`src/rtl/wallace_reduce_pipe_pkg.sv`:
```
// Shared constants and types for the pipelined 32x32 Wallace-tree reduction.
// Optional macro WALLACE_SIGNED_EN selects the Baugh-Wooley signed build.
package wallace_reduce_pipe_pkg;

  localparam int unsigned WALLACE_N       = 32;
  localparam int unsigned WALLACE_W       = 64;
  localparam int unsigned WALLACE_LEVELS  = 8;
  localparam int unsigned WALLACE_LATENCY = 5;

  typedef logic [WALLACE_W-1:0] pp_row_t;

  // Rows left after one 3:2 level: two per triple plus the untouched leftovers.
  function automatic int unsigned csa_rows_out(input int unsigned n);
    return 2 * (n / 3) + (n % 3);
  endfunction

`ifdef WALLACE_SIGNED_EN
  localparam int unsigned ROWS_L0 = WALLACE_N + 1;
  // Baugh-Wooley correction constant: +2^32 and +2^63.
  localparam pp_row_t BW_CONST_ROW = (pp_row_t'(1) << 32) | (pp_row_t'(1) << 63);
`else
  localparam int unsigned ROWS_L0 = WALLACE_N;
`endif

  localparam int unsigned ROWS_L1 = csa_rows_out(ROWS_L0);
  localparam int unsigned ROWS_L2 = csa_rows_out(ROWS_L1);
  localparam int unsigned ROWS_L3 = csa_rows_out(ROWS_L2);
  localparam int unsigned ROWS_L4 = csa_rows_out(ROWS_L3);
  localparam int unsigned ROWS_L5 = csa_rows_out(ROWS_L4);
  localparam int unsigned ROWS_L6 = csa_rows_out(ROWS_L5);
  localparam int unsigned ROWS_L7 = csa_rows_out(ROWS_L6);
  localparam int unsigned ROWS_L8 = csa_rows_out(ROWS_L7);

endpackage

```
`src/rtl/wallace_reduce_pipe_csa_row.sv`:
```
// 64-bit 3:2 carry-save compressor row.
// Ports: x, y, z - rows to compress; s - bitwise sum; c - majority carry,
// already shifted left by one and truncated to 64 bits.
module csa_row
  import wallace_reduce_pipe_pkg::*;
(
  input  pp_row_t x,
  input  pp_row_t y,
  input  pp_row_t z,
  output pp_row_t s,
  output pp_row_t c
);

  assign s = x ^ y ^ z;
  assign c = ((x & y) | (x & z) | (y & z)) << 1;

endmodule

```
`src/rtl/wallace_reduce_pipe.sv`:
```
// Pipelined 32x32 partial-product generation and Wallace-tree reduction to two
// 64-bit carry-save rows whose sum is a*b mod 2^64. Five register stages:
// PP rows, then after CSA levels 2, 4, 6 and 8.
// Macro WALLACE_SIGNED_EN: two's-complement (Baugh-Wooley) product.
// Ports:
//   clk, clear_n     - clock, synchronous active-low clear of all stages
//   en               - pipeline advance; low freezes every register
//   in_valid, a, b, in_tag - operand pair and sideband tag
//   row_s, row_c     - carry-save result rows (row_c pre-shifted)
//   out_valid, out_tag - qualifier and tag of the pair at the output
module wallace_reduce_pipe
  import wallace_reduce_pipe_pkg::*;
#(
  parameter int unsigned TAG_W = 4
) (
  input  logic             clk,
  input  logic             clear_n,
  input  logic             en,
  input  logic             in_valid,
  input  logic [31:0]      a,
  input  logic [31:0]      b,
  input  logic [TAG_W-1:0] in_tag,
  output logic [63:0]      row_s,
  output logic [63:0]      row_c,
  output logic             out_valid,
  output logic [TAG_W-1:0] out_tag
);

  localparam int unsigned MSB = WALLACE_N - 1;

  pp_row_t pp_d [ROWS_L0];
  pp_row_t pp_q [ROWS_L0];
  pp_row_t l1   [ROWS_L1];
  pp_row_t l2   [ROWS_L2];
  pp_row_t s1_q [ROWS_L2];
  pp_row_t l3   [ROWS_L3];
  pp_row_t l4   [ROWS_L4];
  pp_row_t s2_q [ROWS_L4];
  pp_row_t l5   [ROWS_L5];
  pp_row_t l6   [ROWS_L6];
  pp_row_t s3_q [ROWS_L6];
  pp_row_t l7   [ROWS_L7];
  pp_row_t l8   [ROWS_L8];

  logic [WALLACE_LATENCY-1:0] vld_q;
  logic [TAG_W-1:0]           tag_q [WALLACE_LATENCY];

  // Partial-product rows: bit a[j]&b[i] lands at weight i+j of row i.
  always_comb begin
    for (int r = 0; r < int'(ROWS_L0); r++) pp_d[r] = '0;
    for (int i = 0; i < int'(WALLACE_N); i++) begin
      for (int j = 0; j < int'(WALLACE_N); j++) begin
`ifdef WALLACE_SIGNED_EN
        // Cross terms with exactly one sign bit carry negative weight.
        pp_d[i][i+j] = (a[j] & b[i]) ^ ((i == int'(MSB)) != (j == int'(MSB)));
`else
        pp_d[i][i+j] = a[j] & b[i];
`endif
      end
    end
`ifdef WALLACE_SIGNED_EN
    pp_d[WALLACE_N] = BW_CONST_ROW;
`endif
  end

  // Level 1: PP register -> l1
  for (genvar t = 0; t < ROWS_L0 / 3; t++) begin : g_l1_csa
    csa_row u_csa (.x(pp_q[3*t]), .y(pp_q[3*t+1]), .z(pp_q[3*t+2]),
                   .s(l1[2*t]), .c(l1[2*t+1]));
  end
  for (genvar r = 0; r < ROWS_L0 % 3; r++) begin : g_l1_pass
    assign l1[2*(ROWS_L0/3)+r] = pp_q[3*(ROWS_L0/3)+r];
  end

  // Level 2: l1 -> l2 (registered into s1_q)
  for (genvar t = 0; t < ROWS_L1 / 3; t++) begin : g_l2_csa
    csa_row u_csa (.x(l1[3*t]), .y(l1[3*t+1]), .z(l1[3*t+2]),
                   .s(l2[2*t]), .c(l2[2*t+1]));
  end
  for (genvar r = 0; r < ROWS_L1 % 3; r++) begin : g_l2_pass
    assign l2[2*(ROWS_L1/3)+r] = l1[3*(ROWS_L1/3)+r];
  end

  // Level 3: s1_q -> l3
  for (genvar t = 0; t < ROWS_L2 / 3; t++) begin : g_l3_csa
    csa_row u_csa (.x(s1_q[3*t]), .y(s1_q[3*t+1]), .z(s1_q[3*t+2]),
                   .s(l3[2*t]), .c(l3[2*t+1]));
  end
  for (genvar r = 0; r < ROWS_L2 % 3; r++) begin : g_l3_pass
    assign l3[2*(ROWS_L2/3)+r] = s1_q[3*(ROWS_L2/3)+r];
  end

  // Level 4: l3 -> l4 (registered into s2_q)
  for (genvar t = 0; t < ROWS_L3 / 3; t++) begin : g_l4_csa
    csa_row u_csa (.x(l3[3*t]), .y(l3[3*t+1]), .z(l3[3*t+2]),
                   .s(l4[2*t]), .c(l4[2*t+1]));
  end
  for (genvar r = 0; r < ROWS_L3 % 3; r++) begin : g_l4_pass
    assign l4[2*(ROWS_L3/3)+r] = l3[3*(ROWS_L3/3)+r];
  end

  // Level 5: s2_q -> l5
  for (genvar t = 0; t < ROWS_L4 / 3; t++) begin : g_l5_csa
    csa_row u_csa (.x(s2_q[3*t]), .y(s2_q[3*t+1]), .z(s2_q[3*t+2]),
                   .s(l5[2*t]), .c(l5[2*t+1]));
  end
  for (genvar r = 0; r < ROWS_L4 % 3; r++) begin : g_l5_pass
    assign l5[2*(ROWS_L4/3)+r] = s2_q[3*(ROWS_L4/3)+r];
  end

  // Level 6: l5 -> l6 (registered into s3_q)
  for (genvar t = 0; t < ROWS_L5 / 3; t++) begin : g_l6_csa
    csa_row u_csa (.x(l5[3*t]), .y(l5[3*t+1]), .z(l5[3*t+2]),
                   .s(l6[2*t]), .c(l6[2*t+1]));
  end
  for (genvar r = 0; r < ROWS_L5 % 3; r++) begin : g_l6_pass
    assign l6[2*(ROWS_L5/3)+r] = l5[3*(ROWS_L5/3)+r];
  end

  // Level 7: s3_q -> l7
  for (genvar t = 0; t < ROWS_L6 / 3; t++) begin : g_l7_csa
    csa_row u_csa (.x(s3_q[3*t]), .y(s3_q[3*t+1]), .z(s3_q[3*t+2]),
                   .s(l7[2*t]), .c(l7[2*t+1]));
  end
  for (genvar r = 0; r < ROWS_L6 % 3; r++) begin : g_l7_pass
    assign l7[2*(ROWS_L6/3)+r] = s3_q[3*(ROWS_L6/3)+r];
  end

  // Level 8: l7 -> l8, the final sum/carry pair
  for (genvar t = 0; t < ROWS_L7 / 3; t++) begin : g_l8_csa
    csa_row u_csa (.x(l7[3*t]), .y(l7[3*t+1]), .z(l7[3*t+2]),
                   .s(l8[2*t]), .c(l8[2*t+1]));
  end
  for (genvar r = 0; r < ROWS_L7 % 3; r++) begin : g_l8_pass
    assign l8[2*(ROWS_L7/3)+r] = l7[3*(ROWS_L7/3)+r];
  end

  // Data pipeline registers; invalid slots advance like valid ones.
  always_ff @(posedge clk) begin
    if (!clear_n) begin
      for (int r = 0; r < int'(ROWS_L0); r++) pp_q[r] <= '0;
      for (int r = 0; r < int'(ROWS_L2); r++) s1_q[r] <= '0;
      for (int r = 0; r < int'(ROWS_L4); r++) s2_q[r] <= '0;
      for (int r = 0; r < int'(ROWS_L6); r++) s3_q[r] <= '0;
      row_s <= '0;
      row_c <= '0;
    end else if (en) begin
      for (int r = 0; r < int'(ROWS_L0); r++) pp_q[r] <= pp_d[r];
      for (int r = 0; r < int'(ROWS_L2); r++) s1_q[r] <= l2[r];
      for (int r = 0; r < int'(ROWS_L4); r++) s2_q[r] <= l4[r];
      for (int r = 0; r < int'(ROWS_L6); r++) s3_q[r] <= l6[r];
      row_s <= l8[0];
      row_c <= l8[1];
    end
  end

  // Valid/tag shift chain matching the data latency.
  always_ff @(posedge clk) begin
    if (!clear_n) begin
      vld_q <= '0;
      for (int k = 0; k < int'(WALLACE_LATENCY); k++) tag_q[k] <= '0;
    end else if (en) begin
      vld_q    <= {vld_q[WALLACE_LATENCY-2:0], in_valid};
      tag_q[0] <= in_tag;
      for (int k = 1; k < int'(WALLACE_LATENCY); k++) tag_q[k] <= tag_q[k-1];
    end
  end

  assign out_valid = vld_q[WALLACE_LATENCY-1];
  assign out_tag   = tag_q[WALLACE_LATENCY-1];

endmodule

```
`config.mk`:
```
export PLATFORM = sky130hd
export DESIGN_NAME = wallace_reduce_pipe
export DESIGN_NICKNAME = d
export VERILOG_FILES = /design/src/rtl/wallace_reduce_pipe_pkg.sv /design/src/rtl/wallace_reduce_pipe_csa_row.sv /design/src/rtl/wallace_reduce_pipe.sv
export SDC_FILE = /design/constraint.sdc
export NUM_CORES = 2
export LEC_CHECK = 0
export BUFFER_PORTS_ARGS = -buffer_cell sky130_fd_sc_hd__buf_2
export CAP_MARGIN = 10
export CORE_MARGIN = 10
export CORE_UTILIZATION = 65
export DETAILED_ROUTE_END_ITERATION = 16
export PLACE_DENSITY = 0.85
export SYNTH_ARGS = -nofsm -noshare
export SYNTH_HDL_FRONTEND = slang
export SYNTH_HIERARCHICAL = 1
export SYNTH_SLANG_ARGS = --single-unit
```
`constraint.sdc`:
```
create_clock -name clk -period 101.8 [get_ports clk]
set_input_delay 5.09 -clock clk [delete_from_list [all_inputs] [get_ports clk]]
set_output_delay 5.09 -clock clk [all_outputs]
set_load 0.01 [all_outputs]
```
==> flow_summary_export.csv <==
group,metric,value,unit
timing,finalHoldViolations,0,
timing,rsz0062_at_grt,"false",
floorplan,dieArea,238000,sq um
min_path,min_from,"row_s[7]",
cts,cts_buffer_depth,4,
floorplan,core_area,217000,sq um
min_path,hold_path_class,"reg2reg",
synth,synth_top_area_cell,"edfxtp_1",
worst_setup_path,path_max_fanout,197,
timing,setup_ws,90070,ps
flow_run,cap_violations,0,
grt,grt-ovfl-total,0,
worst_setup_path,worst-path-buf-inv,7,
place,dpl.hpwl,189,mm
worst_setup_path,critPathCaptureType,"register",
finish,nFillCells,11600,
cts,cts_made_buffers,303,
routing,via_per_inst,5.93,
power,power.density,20.4,nW/um^2
worst_setup_path,cp_data_arrival_time,12280,ps
synth,synth_warnings,6,
synth,synth_area_per_cell,17.0,sq um
routing,ant_nets,0,
timing,tns,0,ps
cts,clkSinkCount,2809,
timing,fin_crit_sh,11.5,%
finish,register_area,83000,sq um
power,pwr-share-clk,33.0,%
place,dp_slack,89360,ps
power,total_power,3.23,mW
worst_setup_path,start_kind,"input pin",
timing,worstMarginPinSlew,1210,ps
place,gp_congestion,0.806,
synth,synth_area,142000,sq um
worst_setup_path,crit_chain,"buf_8 > nand2b_4 > buf_12 > buf_4 > buf_4 > buf_12 > buf_4 > buf_4",
grt,grt_max_degree,278,
worst_setup_path,max_stage_delay,1020,ps
cts,h-tree-depth,5,
finish,drive_above_1_share,7.28,%
power,irDropWorstVdd,19.9,uV
routing,drc,0,
grt,grt_use_total,26.7,%
routing,via_count,73800,
cts,cts_root_buf,"clkbuf_16",
floorplan,die_y,487,microns
routing,dr.pass1.iters,6,
worst_setup_path,worstSetupPathType,"in2reg",
grt,grt_pass1_wl,482,mm
synth,yosys.area.top_type_share,56.6,%
timing,whs,505,ps
synth,synth.yosys.seq_area_share,58.5,%
worst_setup_path,crit_required,102350,ps
cts,clkTransAtPathRegs,60,ps
synth,synth-edff-count,2676,
synth,synth_area_leaders,"edfxtp_1 (57%), fa_1 (27%), and3_1 (7.7%), dfxtp_1 (1.9%), and2_1 (1.6%)",
worst_setup_path,critPathTopFamily,"buffers and inverters",
synth,synth-main-ff-cell,"edfxtp_1",
finish,multi_input_area,60300,sq um
finish,area_growth_syn_to_layout,11.3,%
worst_setup_path,crit_path_top_delay_cell,"buf_4",
synth,ys_seq_elements,2809,
timing,fin_crit,11730,ps
power,switching_share,27.5,%
cts,ctsHoldBuffers,0,
run_status,status,"completed",
synth,postSynth.asyncResetShare,0,%
synth,syn_inst,8366,
cts,cts_resized,0,
worst_setup_path,startpoint,"en",
cts,insertion_delay,950,ps
cts,postCtsSetupBuffers,0,
timing,max_freq,85.3,MHz
synth,yosysUniqueCellTypes,19,
power,p_leak,71.2,nW
timing,skew,54.9,ps
floorplan,io_pins,205,
power,p_switching,0.888,mW
routing,wire_per_inst,25.1,microns
cts,cts_tree,"built",
power,internal_power,2.34,mW
timing,drv_slew,0,
grt,grt_antenna_before_repair,21,
finish,fin_nets,11300,
timing,finalSetupViolations,0,
floorplan,rows,171,
routing,drt-total-wl,312,mm
floorplan,die_w,487,microns
grt,grt_pass1_vias,81700,
worst_setup_path,reg2reg_from,"s1_q[0][101]",
place,portBuffers,204,
floorplan,start_util,65.4,%
power,power_frac_comb,20.0,%
worst_setup_path,critPathMostFrequentCell,"buf_4",
timing,slew_headroom,19.0,%
power,seq_power_share,47.0,%
routing,drtIter0Drc,8827,
-- power by group through the flow --
stage          registers (mW)  clock network, mW  logic, mW
2_1_floorplan            1.68                  0      0.381
3_3_place_gp             1.53                  0      0.567
3_5_place_dp             1.54                  0      0.602
4_1_cts                  1.52               1.07      0.627
5_1_grt                  1.53               1.12      0.720
6_report                 1.52               1.07      0.644
-- registers in the layout, indices dropped and copies added (netlist names) --
name and count:
pp_q 1024, row_c 64, row_s 64, s1_q 928, s2_q 448, s3_q 256, tag_q 20, vld_q 5
-- path summary, 6_finish.rpt --
path,to,slack (ps),depth (start not counted)
worst max-delay path,pp_q[1][555],90070,8
worst min-delay path,row_s[7],500,2
worst max register to register,s2_q[0][37],99650,3
worst min register to register,row_s[7],500,2
-- logic make-up (layout without fill, tap and decap cells) --
group,count (synthesis),in the layout,share of synthesized area (%)
simple gates,2868,2868,11.6
flops,2809,2809,58.5
fa+ha+maj,1890,1890,26.6
buf+inv,605,799,1.81
mux,133,133,0.937
other cells,31,1063,0.0819
xor+xnor,30,30,0.502
-- cells in the final DEF (no fill, tap or decap) --
cell        netlist  layout
and3_1         1749    1749
fa_1           1890    1890
clkbuf_1        434      69
diode_2           0       9
xor3_1           30      30
nor2_1          557     557
bufinv_16         0      19
edfxtp_1       2676    2676
clkinv_4          0       3
clkbuf_16         0     311
clkbuf_8          0      17
clkinv_2          0      38
buf_16            0       2
nand2b_4          0       1
nand2_1          51      46
clkinvlp_4        0      10
nor2b_1         133     133
nand2_2           6      11
mux2i_1         133     133
dfxtp_1         133     133
conb_1           31    1054
buf_2            73     202
and2_1          371     371
buf_8             0       1
clkinv_1          0      44
inv_6             0       7
buf_12            0       8
buf_4            46      68
-- worst min-delay path: stages, from the launching register on --
cell and delay (ps):
dfxtp_1 320, mux2i_1 60, nor2b_1 90
-- routing by layer --
layer,vias up,routed length [microns],GRT usage [%]
li1,30400,-,-
met1,38500,108000,34.4
met2,4091,161000,45.1
met3,847,28700,5.41
met4,16,14200,10.9
met5,-,107,0
-- stage by stage --
step / instance area (sq um) / util (%) / std cells
6_report: 158000 / 72.8 / 12400
5_1_grt: 158000 / 72.8 / 12400
4_1_cts: 158000 / 72.7 / 12400
3_5_place_dp: 149000 / 68.4 / 11900
3_3_place_gp: 149000 / 68.4 / 11900
2_1_floorplan: 146000 / - / 9389
-- synthesized netlist by cell type, types with 31 or more instances --
master / n
buf_2: 73
and2_1: 371
dfxtp_1: 133
nand2_1: 51
buf_4: 46
nor2b_1: 133
fa_1: 1890
buf_1: 31
edfxtp_1: 2676
nor2_1: 557
clkbuf_1: 434
mux2i_1: 133
and3_1: 1749
conb_1: 31
-- cell type report --
class                           instances  area share, %
Clock buffer                          397           5.24
Tap cell                             2854           2.26
Timing Repair Buffer                  281           1.11
Multi-Input combinational cell       5975           38.1
Antenna cell                            9         0.0143
Clock inverter                        121          0.689
Sequential cell                      2809           52.5
Note: power is estimated with default switching activity, not from simulation.
